## src/rtl/bcd_pkg.sv

```systemverilog
// Shared definitions for the sequential binary-to-BCD converter.
//   state_e        : converter FSM states
//   ADD3_THRESH/VAL: shift-and-add-3 digit correction constants
//   min_bcd_digits : decimal digits needed to hold any BIN_WIDTH-bit magnitude
package bcd_pkg;

  typedef enum logic [1:0] {
    IDLE,
    SHIFT,
    DONE
  } state_e;

  localparam int unsigned ADD3_THRESH = 5;
  localparam int unsigned ADD3_VAL    = 3;

  // ceil(width * log10(2)), with log10(2) approximated as 0.30103
  function automatic int unsigned min_bcd_digits(input int unsigned width);
    return (width * 30103 + 99999) / 100000;
  endfunction

endpackage

```

## src/rtl/bcd_add3_digit.sv

```systemverilog
// Combinational double-dabble digit correction: digits >= 5 get +3 so the
// following left shift carries correctly into the next decimal digit.
//   digit_i : 4-bit BCD digit before correction
//   digit_o : corrected digit
module bcd_add3_digit
  import bcd_pkg::*;
(
  input  logic [3:0] digit_i,
  output logic [3:0] digit_o
);

  always_comb begin
    if (digit_i >= 4'(ADD3_THRESH)) begin
      digit_o = digit_i + 4'(ADD3_VAL);
    end else begin
      digit_o = digit_i;
    end
  end

endmodule

```

## src/rtl/bcd_converter_seq.sv

```systemverilog
// Multi-cycle binary-to-BCD converter (shift-and-add-3, one bit per clock)
// behind valid/ready handshakes on input and output.
//   clk, rst_n   : clock (rising edge), asynchronous active-low reset
//   in_valid     : bin_in / signed_mode valid
//   in_ready     : operand can be accepted (1 in IDLE, out_ready in DONE)
//   bin_in       : operand, BIN_WIDTH bits
//   signed_mode  : 1 = bin_in is two's complement
//   out_valid    : result fields valid and held
//   out_ready    : consumer accepts the result
//   bcd_out      : packed BCD digits, units in [3:0]
//   negative     : result sign (signed_mode only)
//   digit_en     : per-digit display enable, leading zeros blanked
module bcd_converter_seq
  import bcd_pkg::*;
#(
  parameter int unsigned BIN_WIDTH = 16,
  parameter int unsigned DIGITS    = 5
) (
  input  logic                  clk,
  input  logic                  rst_n,
  input  logic                  in_valid,
  output logic                  in_ready,
  input  logic [BIN_WIDTH-1:0]  bin_in,
  input  logic                  signed_mode,
  output logic                  out_valid,
  input  logic                  out_ready,
  output logic [4*DIGITS-1:0]   bcd_out,
  output logic                  negative,
  output logic [DIGITS-1:0]     digit_en
);

  localparam int unsigned BCD_W = 4 * DIGITS;
  localparam int unsigned CNT_W = $clog2(BIN_WIDTH + 1);
  localparam int unsigned SR_W  = BCD_W + BIN_WIDTH;

  if (BIN_WIDTH < 2) begin : g_width_check
    $error("bcd_converter_seq: BIN_WIDTH must be at least 2");
  end

  if (DIGITS < min_bcd_digits(BIN_WIDTH)) begin : g_digits_check
    $error("bcd_converter_seq: DIGITS too small for BIN_WIDTH");
  end

  state_e               state_q, state_d;
  logic [CNT_W-1:0]     cnt_q, cnt_d;
  logic [SR_W-1:0]      sr_q, sr_d;
  logic                 sign_q, sign_d;
  logic [BCD_W-1:0]     bcd_out_q, bcd_out_d;
  logic                 negative_q, negative_d;
  logic [DIGITS-1:0]    digit_en_q, digit_en_d;

  logic                 in_ready_c;
  logic                 accept;
  logic                 is_neg;
  logic [BIN_WIDTH-1:0] mag;
  logic [BCD_W-1:0]     bcd_corr;
  logic [SR_W-1:0]      sr_step;
  logic [BCD_W-1:0]     step_bcd;
  logic [DIGITS-1:0]    step_en;

  // Add-3 correction on every digit in parallel, ahead of the shift
  for (genvar i = 0; i < DIGITS; i++) begin : g_add3
    bcd_add3_digit u_add3 (
      .digit_i (sr_q[BIN_WIDTH + 4*i +: 4]),
      .digit_o (bcd_corr[4*i +: 4])
    );
  end

  // ---------------- state register ----------------
  always_ff @(posedge clk or negedge rst_n) begin
    if (!rst_n) begin
      state_q <= IDLE;
    end else begin
      state_q <= state_d;
    end
  end

  // ---------------- next-state logic ----------------
  always_comb begin
    state_d = state_q;
    case (state_q)
      IDLE:    if (in_valid) state_d = SHIFT;
      SHIFT:   if (cnt_q == CNT_W'(1)) state_d = DONE;
      DONE:    if (out_ready) state_d = in_valid ? SHIFT : IDLE;
      default: state_d = IDLE;
    endcase
  end

  // ---------------- FSM outputs ----------------
  always_comb begin
    in_ready_c = 1'b0;
    out_valid  = 1'b0;
    case (state_q)
      IDLE:    in_ready_c = 1'b1;
      DONE: begin
        in_ready_c = out_ready;
        out_valid  = 1'b1;
      end
      default: in_ready_c = 1'b0;
    endcase
  end

  assign in_ready = in_ready_c;
  assign accept   = in_valid & in_ready_c;

  // Negation is taken modulo 2^BIN_WIDTH, so the most negative operand
  // yields its true unsigned magnitude.
  assign is_neg = signed_mode & bin_in[BIN_WIDTH-1];
  assign mag    = is_neg ? (~bin_in + BIN_WIDTH'(1)) : bin_in;

  assign sr_step  = {bcd_corr, sr_q[BIN_WIDTH-1:0]} << 1;
  assign step_bcd = sr_step[SR_W-1:BIN_WIDTH];

  // Blanking: scan from the most significant digit down, enabling every
  // digit at or below the highest nonzero one; units always shown.
  always_comb begin
    logic        any_nz;
    int unsigned idx;
    any_nz  = 1'b0;
    idx     = 0;
    step_en = '0;
    for (int unsigned k = 0; k < DIGITS; k++) begin
      idx          = DIGITS - 1 - k;
      any_nz       = any_nz | (step_bcd[4*idx +: 4] != 4'd0);
      step_en[idx] = any_nz;
    end
    step_en[0] = 1'b1;
  end

  // ---------------- datapath next values ----------------
  always_comb begin
    sr_d       = sr_q;
    cnt_d      = cnt_q;
    sign_d     = sign_q;
    bcd_out_d  = bcd_out_q;
    negative_d = negative_q;
    digit_en_d = digit_en_q;
    if (accept) begin
      sr_d   = {{BCD_W{1'b0}}, mag};
      cnt_d  = CNT_W'(BIN_WIDTH);
      sign_d = is_neg;
    end else if (state_q == SHIFT) begin
      sr_d  = sr_step;
      cnt_d = cnt_q - CNT_W'(1);
      // Last iteration: publish the result in the same edge that enters DONE
      if (cnt_q == CNT_W'(1)) begin
        bcd_out_d  = step_bcd;
        negative_d = sign_q;
        digit_en_d = step_en;
      end
    end
  end

  always_ff @(posedge clk or negedge rst_n) begin
    if (!rst_n) begin
      cnt_q      <= '0;
      sr_q       <= '0;
      sign_q     <= 1'b0;
      bcd_out_q  <= '0;
      negative_q <= 1'b0;
      digit_en_q <= '0;
    end else begin
      cnt_q      <= cnt_d;
      sr_q       <= sr_d;
      sign_q     <= sign_d;
      bcd_out_q  <= bcd_out_d;
      negative_q <= negative_d;
      digit_en_q <= digit_en_d;
    end
  end

  assign bcd_out  = bcd_out_q;
  assign negative = negative_q;
  assign digit_en = digit_en_q;

endmodule
```

## config.mk

```make
export PLATFORM = sky130hd
export DESIGN_NAME = bcd_converter_seq
export DESIGN_NICKNAME = d
export VERILOG_FILES = /design/src/rtl/bcd_pkg.sv /design/src/rtl/bcd_add3_digit.sv /design/src/rtl/bcd_converter_seq.sv
export SDC_FILE = /design/constraint.sdc
export NUM_CORES = 1
export LEC_CHECK = 0
export BUFFER_PORTS_ARGS = -buffer_cell sky130_fd_sc_hd__buf_2
export CORE_MARGIN = 2
export CORE_UTILIZATION = 45
export DETAILED_ROUTE_END_ITERATION = 8
export SYNTH_ARGS = -nofsm -noshare
export SYNTH_HDL_FRONTEND = slang
export SYNTH_SLANG_ARGS = --single-unit
```

## constraint.sdc

```tcl
create_clock -name clk -period 2 [get_ports clk]
set_clock_uncertainty 0.05 [all_clocks]
set_input_delay 0.3 -clock clk [delete_from_list [all_inputs] [get_ports clk]]
set_output_delay 0.3 -clock clk [all_outputs]
set_load 0.03 [all_outputs]
```

Word level (Yosys, flattened, before mapping). Cells that the tools add are included.

Flip-flop bits (word level): 70. Bits of input ports: 21. Output and inout port bits: 28. Word-level logic and storage cells: 57.

Add/sub/neg operators: 7. Order comparisons: 5. Eq/ne operators: 6. Muxes and demuxes: 17. Bitwise operators: 7. Reduce and logical (&&, ||, !) cells: 8.

Operators with widths (count): 36-bit 2-to-1 mux (2); 4-bit by 3-bit >= comparator with 1-bit output (second input constant) (5); 16-bit by 1-bit adder with 16-bit output (second input constant) (1); 4-bit by 2-bit adder with 4-bit output (second input constant) (4); 16-bit 2-to-1 mux (1); 4-bit 2-to-1 mux (4); 16-bit NOT (1); 4-bit nonzero test (4); 5-bit 2-to-1 mux (2); 2-bit 2-to-1 mux (3); 2-bit case mux with 3 select lines (1); 3-bit AND reduction (2); 5-bit by 1-bit == test with 1-bit output (second input constant) (1); 5-bit by 1-bit subtractor with 5-bit output (second input constant) (1); 2-bit != test (second input constant) (2); 3-bit by 2-bit adder with 3-bit output (second input constant) (1); 3-bit 2-to-1 mux (1); 1-bit bitwise OR (3); 1-bit AND (2); 2-bit by 1-bit == test with 1-bit output (second input constant) (1); 2-bit == test (second input constant) (1); 2-bit zero test (1); 1-bit 2-to-1 mux (2); 2-bit by 1-bit != test with 1-bit output (second input constant) (1); 3 further kinds (3).

Depth between registers and ports, before layout. Gate-level depths: netlist of the first run.

Depth after elaboration: 6. Mapped depth: 8.

Hierarchy. Synthesis of the first run repeated with hierarchy kept, for this count alone.

Cell total of the unflattened synthesis: 385. Area total of the unflattened synthesis: 3654.8 um^2.

Modules (own cells, without submodules): bcd_converter_seq (instances 1, cells each 305, area an instance 3148.0 um^2); bcd_add3_digit (instances 5, cells each 16, area an instance 101.3 um^2).

Worst setup path after synthesis of the first run. Ideal clock, no wire load.

Kind: flip-flop to flip-flop. Start point: reg sr_q[32]. End point: reg digit_en_q[1], in the netlist digit_en[1]. Setup time: 0.138 ns. Data arrival time: 1.557 ns. Data required time: 1.812 ns. Path slack: 0.255 ns. Stages on the path, launching flop included: 8. Buffers on the path: 0. Clock period less this slack: 1.745 ns. Cells stage by stage: dfrtp_1 > inv_1 > ha_1 > nand2b_1 > a21oi_2 > mux2i_1 > nor4_1 > a31oi_1.

Longest elaborated chain between the ends: 6.

Ends and longest elaborated chain: from (decl) (line bcd_converter_seq.sv:46) `logic [SR_W-1:0] sr_q, sr_d;`; from (signal assigned) (line bcd_converter_seq.sv:164) `sr_q <= sr_d;`; 4-bit by 3-bit >= comparator with 1-bit output or 3-bit by 2-bit adder with 3-bit output (tied branches) (line bcd_add3_digit.sv:13, bcd_add3_digit.sv:14); 3-bit 2-to-1 mux (*) (line bcd_add3_digit.sv:13) `if (digit_i >= 4'(ADD3_THRESH)) begin`; 4-bit nonzero test (*) (line bcd_converter_seq.sv:124) `any_nz = any_nz | (step_bcd[4*idx +: 4] != 4'd0);`; 1-bit bitwise OR (*) (3 in series) (line bcd_converter_seq.sv:124); to (signal assigned) (line bcd_converter_seq.sv:168) `digit_en_q <= digit_en_d;`; to (decl) (line bcd_converter_seq.sv:50) `logic [DIGITS-1:0] digit_en_q, digit_en_d;`.

Every way passes the cells marked *; elsewhere a longest branch is shown, timed or not. A chain may end at the register's enable or synchronous reset.

Worst setup path in the final report of the first run.
Start point: reg sr_q[28]. End point: reg digit_en_q[1], in the netlist digit_en[1].

Longest elaborated chain between the ends: 6.

Ends and longest elaborated chain (line): 4-bit by 2-bit adder with 4-bit output or 4-bit by 3-bit >= comparator with 1-bit output (tied branches) (bcd_add3_digit.sv:14, bcd_add3_digit.sv:13); 4-bit 2-to-1 mux (*) (bcd_add3_digit.sv:13); 4-bit nonzero test (bcd_converter_seq.sv:124); 1-bit bitwise OR (*) (3 in series) (bcd_converter_seq.sv:124).

Marked as above.

==> results of run 1 <==
==> cells by family (layout without fill, tap and decap cells) <==
group | count (synthesis) | after routing | share of synthesized area, %
buf+inv | 36 | 98 | 3.80
compound gates | 106 | 106 | 16.9
xor+xnor | 16 | 16 | 3.83
fa+ha+maj | 13 | 13 | 4.45
mux | 14 | 14 | 3.93
flops | 70 | 70 | 47.9
simple gates | 139 | 139 | 19.2
==> cells in the mapped netlist, drive strengths merged (6+ instances only) <==
master   n  area share [%]
a221oi   6             1.4
buf      6            0.72
nor2    26             2.7
inv     19             1.9
nor3b    9             2.0
clkbuf  11             1.1
mux2i   11             3.0
nand2   62             6.4
nor3     9             1.5
a22oi    6             1.2
xnor2   13             3.1
ha      13             4.4
nand2b   7             1.2
o21ai   48             6.6
o22ai   16             2.7
and3     8             1.4
a21oi   20             2.8
dfrtp   70              48
==> report_power, final <==
part | internal [W] | switching [W] | total (W) | leakage, nW
clock | 0.000759 | 0.000499 | 0.00126 | 0.115
sequential | 0.00202 | 0.000444 | 0.00246 | 0.862
combinational | 0.00131 | 0.00199 | 0.00330 | 1.04
total | 0.00409 | 0.00293 | 0.00702 | 2.02
==> layout make-up <==
class,count,share of cell area (%)
Timing Repair Buffer,64,8.92
Clock buffer,11,3.48
Multi-Input combinational cell,288,41.1
Clock inverter,4,1.61
Inverter,19,1.64
Sequential cell,70,40.3
Tap cell,102,2.94
==> metrics by stage <==
step                total power [W]  cells
finish                      0.00702    558
global route                0.00764    558
CTS                         0.00706    558
detailed placement          0.00577    542
global placement            0.00570    542
floorplan                   0.00480    394
==> critical path, stage by stage, from the launching register on <==
cell and delay (ns):
dfrtp_1 0.42, inv_1 0.12, ha_1 0.25, nand2b_1 0.10, nor3b_1 0.16, nand3b_1 0.21, nor4_2 0.30, a31oi_1 0.12
==> timing repair <==
action	CTS	global route
hold endpoints to repair	70	0
hold buffers	1	0
gates resized for setup	0	4
buffers inserted	0	0
endpoints found under the setup margin	0	9
==> metal layers <==
metal  track usage (%)  vias up
met5                 0        -
met4              8.09        0
met3              3.69        7
met2              29.4       54
met1              25.3     1343
li1                  -     1495
==> path summary, 6_finish.rpt <==
kind	slack, ns	end	start	depth (start not counted)
worst min-delay path	0.24	state_q[1]$_DFFE_PN0P_	out_ready	3
worst max register to register	0.15	digit_en[1]$_DFFE_PN0P_	sr_q[28]$_DFFE_PN0P_	7
worst max-delay path	0.15	digit_en[1]$_DFFE_PN0P_	sr_q[28]$_DFFE_PN0P_	7
max in group asynchronous	1.13	cnt_q[1]$_DFFE_PN0P_	rst_n	3
worst min register to register	0.42	bcd_out[14]$_DFFE_PN0P_	bcd_out[14]$_DFFE_PN0P_	2
min in group asynchronous	0.49	bcd_out[18]$_DFFE_PN0P_	rst_n	3
==> sequential cells by signal, summed over array words and instances, names as in the netlist <==
signal / cells
digit_en: 5
negative: 1
cnt_q: 5
state_q: 2
sr_q: 36
sign_q: 1
bcd_out: 20
==> metrics.yaml, run 1 <==
status:
  status: "finished, final reports clean"
place:
  portBuffers: 48
  dp_slack_ns: 0.126
  post-dp-hpwl_um: 5430
  gp_congestion: 0.853
  postPlaceCellArea_um2: 4100
final_layout:
  final_common_cell: "dfrtp_1"
  diodes: 0
  fillers: 744
  layout.nets: 486
  drive_above_1_share_pct: 20.4
  regArea_um2: 1750
  area_growth_pct: 18.8
  multi_input_area_um2: 1790
  final_area_um2: 4350
  post-route-util_pct: 55.7
  final_cell_mix: "70 x dfrtp_1, 62 x nand2_1, 48 x buf_2, 47 x o21ai_0, 25 x nor2_1"
run:
  maxCapViolCount: 0
die:
  die_w_um: 94.2
  dieArea_um2: 8870
  die_h_um: 94.2
  start_util_pct: 46.9
  io_pins: 49
  num_rows: 32
  core_um2: 7810
timing:
  hold_ws_ns: 0.235
  setup_tns_ns: 0
  maxSlewViolCount: 0
  fin_ws_ns: 0.153
  slew_headroom_pct: 68.7
  hold_viol_final: 0
  tightestPinTransition_ns: 0.469
  max_freq_mhz: 541
  period_needed_ns: 1.85
  final-setup-viol-count: 0
  fin_crit_sh_pct: 92.4
  grt_setup_unrepaired: "no"
hold_path:
  hp-class: "input pin to flip-flop"
route:
  drtIter0Drc: 66
  drtPass1Iterations: 4
  wl_per_cell_um: 13.7
  vias: 2899
  top_layer_used: "met4"
  drc: 0
  drtAntennaViolNets: 0
  wl_met1_um: 3720
  dr_wl_met2_um: 3580
  drt-total-wl_um: 7660
  avgViaCountPerCell: 5.20
  route.met3.wl_um: 237
clock_tree:
  cts_tree: "done"
  clockBufferDepth: 2
  cts_made_buffers: 9
  root_buffer: "clkbuf_8"
  cts.sinks: 70
  htreeDepth: 3
  clkSlewWorstSetupHoldPaths_ns: 0.07
  insertion_delay_ns: 0.33
yosys:
  synth_warnings: 0
  async_reset_ff_share_pct: 100
  ys_ff_latch: 70
  synthDistinctLibCells: 44
  synth_nets: 428
  netlist_instances: 394
  synth.yosys.seq_area_share_pct: 47.9
  synth_area_per_cell_um2: 9.29
  synthesis.area_um2: 3660
  synth_edf_count: 0
  synth-main-ff-cell: "dfrtp_1"
global_routing:
  grt_max_degree: 71
  grt_pass1_vias: 2782
  grt_overflow_total: 0
  grt_pass1_wl_um: 13100
  antenna_found_initial: 0
  track_usage_pct: 18.8
critical_path:
  end_kind: "flip-flop"
  worstPathMaxFanout: 5
  critPathKind: "flip-flop to flip-flop"
  required_ns: 2.16
  worstPathArrival_ns: 2.00
  timing.critical_path.from_type: "flip-flop"
pwr:
  max-vdd-ir-drop_mv: 0.514
  power_density_nw_per_um2: 1610
  cellLeakagePower_nw: 2.02
Note: power is estimated with default switching activity, not from simulation.
==> inputs of run 2 (changes only) <==
--- a/config.mk
+++ b/config.mk
@@ -6,6 +6,7 @@
 export NUM_CORES = 1
 export LEC_CHECK = 0
 export BUFFER_PORTS_ARGS = -buffer_cell sky130_fd_sc_hd__buf_2
+export CORE_ASPECT_RATIO = 0.7
 export CORE_MARGIN = 2
 export CORE_UTILIZATION = 45
 export DETAILED_ROUTE_END_ITERATION = 8
==> metrics.yaml, run 2 (synthesis gave the netlist of run 1 again) <==
final_layout:
  post-route-util_pct: 55.3  # -0.34 points
  fillers: 707  # -5.0%
  drive_above_1_share_pct: 19.7  # -0.66 points
  final_area_um2: 4360  # +0.20%
  final_cell_mix: "70 x dfrtp_1, 62 x nand2_1, 48 x buf_2, 47 x o21ai_0, 25 x nor2_1"
  diodes: 0  # unchanged
  largest_reg_flops: 36  # unchanged
  area_growth_pct: 19.0
  largest-register: "sr_q"
  layout.nets: 481  # -1.0%
  final_common_cell: "dfrtp_1"
hold_path:
  min_path_cells: 3  # unchanged
  hold_start: "bin_in[11]"
  worstHoldEndpoint: "sr_q[11]$_DFFE_PN0P_"
  hp-class: "input pin to flip-flop"
timing:
  hold_viol_final: 0  # unchanged
  tightestPinTransition_ns: 0.756  # +0.287 ns
  fin_ws_ns: 0.115  # -0.0382 ns
  slew_headroom_pct: 49.5  # -19 points
  fin_crit_sh_pct: 94.3  # +1.9 points
  period_needed_ns: 1.89  # +0.0382 ns
  max_freq_mhz: 530  # -2.0%
  final-setup-viol-count: 0  # unchanged
  hold_ws_ns: 0.235  # +0.000379 ns
  maxSlewViolCount: 0  # unchanged
route:
  drt-total-wl_um: 7990  # +4.3%
  wl_per_cell_um: 14.5  # +5.5%
  vias: 2919  # +0.69%
  drtAntennaViolNets: 0  # unchanged
  drtIter0Drc: 199  # +200%
  avgViaCountPerCell: 5.29  # +1.8%
  drc: 0  # unchanged
  drtPass1Iterations: 4  # unchanged
global_routing:
  antenna_found_initial: 0  # unchanged
  track_usage_pct: 19.3  # +0.52 points
  grt_pass1_vias: 2735  # -1.7%
  grt_pass1_wl_um: 13400  # +2.2%
  grt_overflow_total: 0  # unchanged
  grt_max_degree: 56  # -21%
die:
  core_um2: 7870  # +0.82%
  dieArea_um2: 8880  # +0.13%
  io_pins: 49  # unchanged
  die_h_um: 79.4  # -16%
  start_util_pct: 46.5  # -0.38 points
  die_w_um: 112  # +19%
  num_rows: 27  # -16%
clock_tree:
  cts_tree: "done"
  cts.sinks: 70  # unchanged
  clkSlewWorstSetupHoldPaths_ns: 0.05  # -0.02 ns
  postCtsSetupRepairBufs: 0  # unchanged
  clockBufferDepth: 2  # unchanged
  root_buffer: "clkbuf_16"
  insertion_delay_ns: 0.33  # about the same
  cts_made_buffers: 9  # unchanged
  htreeDepth: 3  # unchanged
pwr:
  power.switching_w: 0.00302  # +3.0%
  max-vdd-ir-drop_mv: 0.783  # +52%
  total_power_w: 0.00716  # +2.0%
  internal_power_w: 0.00414  # +1.2%
  power_density_nw_per_um2: 1640  # +1.8%
  comb_power_share_pct: 45.9  # -1.1 points
  power_frac_seq_pct: 34.7  # -0.4 points
  switching_share_pct: 42.2  # +0.41 points
  pwr-share-clk_pct: 19.4  # +1.5 points
  cellLeakagePower_nw: 2.01  # -0.52%
critical_path:
  worstPathArrival_ns: 2.04  # +0.04 ns
  r2r_slack_ns: 0.11  # -0.04 ns
  required_ns: 2.15  # about the same
  timing.critical_path.from_type: "flip-flop"
  critPathKind: "flip-flop to flip-flop"
  end_kind: "flip-flop"
  reg2reg_depth: 7  # unchanged
  worstPathMaxFanout: 5  # unchanged
  reg2reg_from: "sr_q[28]$_DFFE_PN0P_"
  worstReg2RegEnd: "digit_en[1]$_DFFE_PN0P_"
run:
  maxCapViolCount: 0  # unchanged
place:
  post-dp-hpwl_um: 5500  # +1.1%
  gp_congestion: 0.804  # -5.7%
  postPlaceCellArea_um2: 4070  # -0.64%
  portBuffers: 48  # unchanged
  dp_slack_ns: 0.0801  # -0.0457 ns
status:
  status: "finished, final reports clean"
==> run 2: changes by cell type in the layout (fill, tap and decap cells not counted), moves of 2 or more <==
cell	change
clkbuf_8	-11
clkbuf_16	+9
buf_4	-6
bufinv_16	-2
clkinv_2	+2
ha_1	-2
ha_2	+2
==> run 2: repair_timing <==
| item | in CTS | in global routing |
|---|---|---|
| hold buffers | 1 | 0 |
| hold endpoints to repair | 15 | 0 |
| gates resized for setup | 0 | 5 |
| setup endpoints to repair | 0 | 4 |
==> run 2: cell type report <==
cell class | count | area, um^2 | area share [%]
multi-input combinational | 288 | 1790 | 41.0
sequential | 70 | 1750 | 40.2
timing repair buffer | 59 | 363 | 8.33
clock buffer | 10 | 229 | 5.26
tap | 101 | 126 | 2.90
inverter | 19 | 71.3 | 1.64
clock inverter | 5 | 27.5 | 0.632
==> run 2: power by group through the flow <==
stage / clock network, W / logic [W] / registers, W
2_1_floorplan: 0 / 0.00203 / 0.00277
3_3_place_gp: 0 / 0.00317 / 0.00248
3_5_place_dp: 0 / 0.00326 / 0.00248
4_1_cts: 0.00142 / 0.00327 / 0.00247
5_1_grt: 0.00149 / 0.00368 / 0.00257
6_report: 0.00139 / 0.00329 / 0.00248
==> run 2: how the worst max path moves through the flow <==
stage / startpoint / endpoint / slack, ns
floorplan: sr_q[32]$_DFFE_PN0P_ / digit_en[1]$_DFFE_PN0P_ / 0.25
global placement: sr_q[28]$_DFFE_PN0P_ / digit_en[1]$_DFFE_PN0P_ / 0.14
detailed placement: sr_q[28]$_DFFE_PN0P_ / digit_en[1]$_DFFE_PN0P_ / 0.08
CTS: sr_q[28]$_DFFE_PN0P_ / digit_en[3]$_DFFE_PN0P_ / 0.07
global route: sr_q[28]$_DFFE_PN0P_ / digit_en[1]$_DFFE_PN0P_ / -0.04
finish: sr_q[28]$_DFFE_PN0P_ / digit_en[1]$_DFFE_PN0P_ / 0.11
==> run 2: metrics by stage <==
stage | setup TNS (ns) | cells
3_5_place_dp | 0 | 536
5_1_grt | -0.0391 | 552
2_1_floorplan | 0 | 394
3_3_place_gp | 0 | 536
6_report | 0 | 552
4_1_cts | 0 | 552
==> run 2: routing by layer <==
layer  vias up  global-route usage (%)  part of all wire (%)
met2        50                    29.6                    44
met3         6                    5.92                   4.0
met4         0                    4.07                  0.66
met5         -                       0                     0
met1      1375                    27.2                    51
li1       1488                       -                     -
==> run 2: worst max-delay path, stage by stage, from the launching register on <==
cell and delay, ns:
dfrtp_1 0.41, inv_1 0.13, ha_2 0.23, nand2b_1 0.10, nor3b_1 0.16, nand3b_1 0.23, nor4_2 0.32, a31oi_1 0.13
==> inputs of run 3 (changes only) <==
--- a/config.mk
+++ b/config.mk
@@ -8,8 +8,10 @@
 export BUFFER_PORTS_ARGS = -buffer_cell sky130_fd_sc_hd__buf_2
 export CORE_ASPECT_RATIO = 0.7
 export CORE_MARGIN = 2
-export CORE_UTILIZATION = 45
+export CORE_UTILIZATION = 55
 export DETAILED_ROUTE_END_ITERATION = 8
+export PLACE_DENSITY = 0.77
 export SYNTH_ARGS = -nofsm -noshare
 export SYNTH_HDL_FRONTEND = slang
+export SYNTH_HIERARCHICAL = 1
 export SYNTH_SLANG_ARGS = --single-unit
==> metrics.yaml, run 3 <==
global_routing:
  grt_overflow_total: 0  # unchanged
  grt_use_met1_pct: 33.3  # +6.1 points
  grt_use_met2_pct: 35.1  # +5.5 points
  gr-max-usage-layer: "met2"
  grt_use_met3_pct: 5.97  # +0.050 points
  grt_pass1_vias: 2814  # +2.9%
  antenna_found_initial: 0  # unchanged
  grt_pass1_wl_um: 13100  # -1.8%
  track_usage_pct: 22.9  # +3.6 points
  grt_max_degree: 71  # +27%
critical_path:
  end_kind: "flip-flop"
  critPathKind: "flip-flop to flip-flop"
  max_stage_delay_ns: 0.44  # +0.03 ns
  critPathBufInv: 0  # -1
  r2r_slack_ns: -0.02  # -0.13 ns
  critPathTopFamily: "simple AND/OR/NAND/NOR gates"
  crit_chain: "ha_1, nand2b_1, a21oi_4, mux2i_2, nor4_1, and2_4, and3_1, o21ai_0"
  timing.critical_path.from_type: "flip-flop"
  worstPathMaxFanout: 4  # -1
  worstReg2RegEnd: "digit_en[1]$_DFFE_PN0P_"
  crit_slowest_cell: "dfrtp_2"
  required_ns: 2.17  # +0.02 ns
  reg2reg_from: "sr_q[28]$_DFFE_PN0P_"
  worstPathArrival_ns: 2.19  # +0.15 ns
  reg2reg_depth: 8  # +1
run:
  maxCapViolCount: 0  # unchanged
timing:
  setup_tns_ns: -0.0187  # -0.0187 ns
  hold_viol_final: 0  # unchanged
  fin_crit_sh_pct: 101  # +6.7 points
  period_needed_ns: 2.02  # +0.134 ns
  tightestPinTransition_ns: 0.585  # -0.171 ns
  final-setup-viol-count: 1  # +1
  max_freq_mhz: 495  # -6.6%
  maxSlewViolCount: 0  # unchanged
  slew_headroom_pct: 61.0  # +11 points
  fin_ws_ns: -0.0187  # -0.134 ns
final_layout:
  largest_reg_flops: 36  # unchanged
  final_cell_mix: "72 x nand2_1, 68 x dfrtp_1, 48 x buf_2, 44 x o21ai_0, 18 x buf_4"
  area_growth_pct: 19.1  # about the same
  largest-register: "sr_q"
  diodes: 0  # unchanged
  drive_above_1_share_pct: 26.0  # +6.2 points
  final_common_cell: "nand2_1"
  layout.nets: 476  # -1.0%
  fin_cells: 525  # -4.9%
die:
  die_h_um: 72.0  # -9.3%
  start_util_pct: 57.6  # +11 points
  io_pins: 49  # unchanged
  num_rows: 24  # -11%
  dieArea_um2: 7290  # -18%
  die_w_um: 101  # -9.5%
  core_um2: 6310  # -20%
yosys:
  synth_warnings: 6  # +6
  synthesis.area_um2: 3630  # -0.65%
  synth_nets: 415  # -3.0%
  netlist_instances: 381  # -3.3%
  synth_area_per_cell_um2: 9.54  # +2.7%
status:
  status: "finished with violations"
  violations: "setup timing"
pwr:
  power_density_nw_per_um2: 1710  # +4.2%
  max-vdd-ir-drop_mv: 1.02  # +30%
  cellLeakagePower_nw: 2.06  # +2.4%
route:
  wl_per_cell_um: 15.2  # +5.2%
  drt-total-wl_um: 8000  # +0.10%
  avgViaCountPerCell: 5.75  # +8.8%
  drtIter0Drc: 198  # -0.50%
  drtPass1Iterations: 5  # +1
  drtAntennaViolNets: 0  # unchanged
  drc: 0  # unchanged
  vias: 3021  # +3.5%
clock_tree:
  clkSlewWorstSetupHoldPaths_ns: 0.08  # +0.03 ns
  cts_made_buffers: 9  # unchanged
  clockBufferDepth: 2  # unchanged
  cts_tree: "done"
  cts.sinks: 70  # unchanged
  htreeDepth: 3  # unchanged
  insertion_delay_ns: 0.35  # +0.02 ns
  root_buffer: "clkbuf_8"
place:
  dp_cells: 504  # -6.0%
  gp_congestion: 0.817  # +1.5%
  portBuffers: 48  # unchanged
  post-dp-hpwl_um: 5510  # +0.31%
hold_path:
  hold_start: "out_ready"
  worstHoldEndpoint: "state_q[1]$_DFFE_PN0P_"
  min_path_cells: 2  # -1
  hp-class: "input pin to flip-flop"
-- run 3: cell type report --
cell class	instances	area, um^2
clock buffers	10	138
clock inverters	6	61.3
fillers	481	1980
inverters	16	60.1
multi-input cells	277	1810
flip-flops and latches	70	1750
well taps	78	97.6
repair buffers	68	405
-- run 3: worst max-delay path by stage --
stage,start,end,slack (ns),cells after the start
3_3_place_gp,sr_q[32]$_DFFE_PN0P_,digit_en[1]$_DFFE_PN0P_,0.07,8
4_1_cts,sr_q[28]$_DFFE_PN0P_,digit_en[1]$_DFFE_PN0P_,0.01,8
2_1_floorplan,sr_q[32]$_DFFE_PN0P_,digit_en[2]$_DFFE_PN0P_,0.14,8
3_5_place_dp,sr_q[33]$_DFFE_PN0P_,digit_en[2]$_DFFE_PN0P_,-0.006,9
6_report,sr_q[28]$_DFFE_PN0P_,digit_en[1]$_DFFE_PN0P_,-0.02,8
5_1_grt,sr_q[28]$_DFFE_PN0P_,digit_en[2]$_DFFE_PN0P_,-0.05,9
-- run 3: report_power, final --
group          internal (W)  leakage [nW]  switching (W)  total (W)
Sequential          0.00206         0.879       0.000492    0.00256
Clock              0.000605         0.102       0.000535    0.00114
Combinational       0.00151          1.07        0.00221    0.00372
-- run 3: stage by stage --
step | cell area, um^2 | utilization, % | setup slack (ns) | total power, W | hold slack, ns
2_1_floorplan | 3630 | - | 0.141 | 0.00485 | -0.0456
3_3_place_gp | 4030 | 63.8 | 0.0699 | 0.00577 | 0.302
3_5_place_dp | 4030 | 63.8 | -0.00577 | 0.00595 | 0.301
4_1_cts | 4250 | 67.3 | 0.0127 | 0.00717 | 0.110
5_1_grt | 4330 | 68.7 | -0.0530 | 0.00793 | 0.129
6_report | 4330 | 68.7 | -0.0187 | 0.00742 | 0.124
-- run 3: repair_timing --
action | 4_1_cts | 5_1_grt
gates resized for setup | 1 | 16
buffers inserted | 1 | 3
setup endpoints to repair | 2 | 5
pin swaps | 1 | 6
hold buffers | 1 | 0
hold endpoints to repair | 70 | 0
-- run 3: layer usage --
metal	part of all wire [%]	vias up
met1	49	1491
met3	6.2	6
met4	0.60	0
met5	0	-
li1	-	1438
met2	45	86
-- run 3: worst register-to-register path: cells and delay by family, from the launching register on --
family / cells / cell delay (ns)
flops: 1 / 0.44
compound gates: 2 / 0.28
mux: 1 / 0.10
simple gates: 4 / 0.84
fa+ha+maj: 1 / 0.19
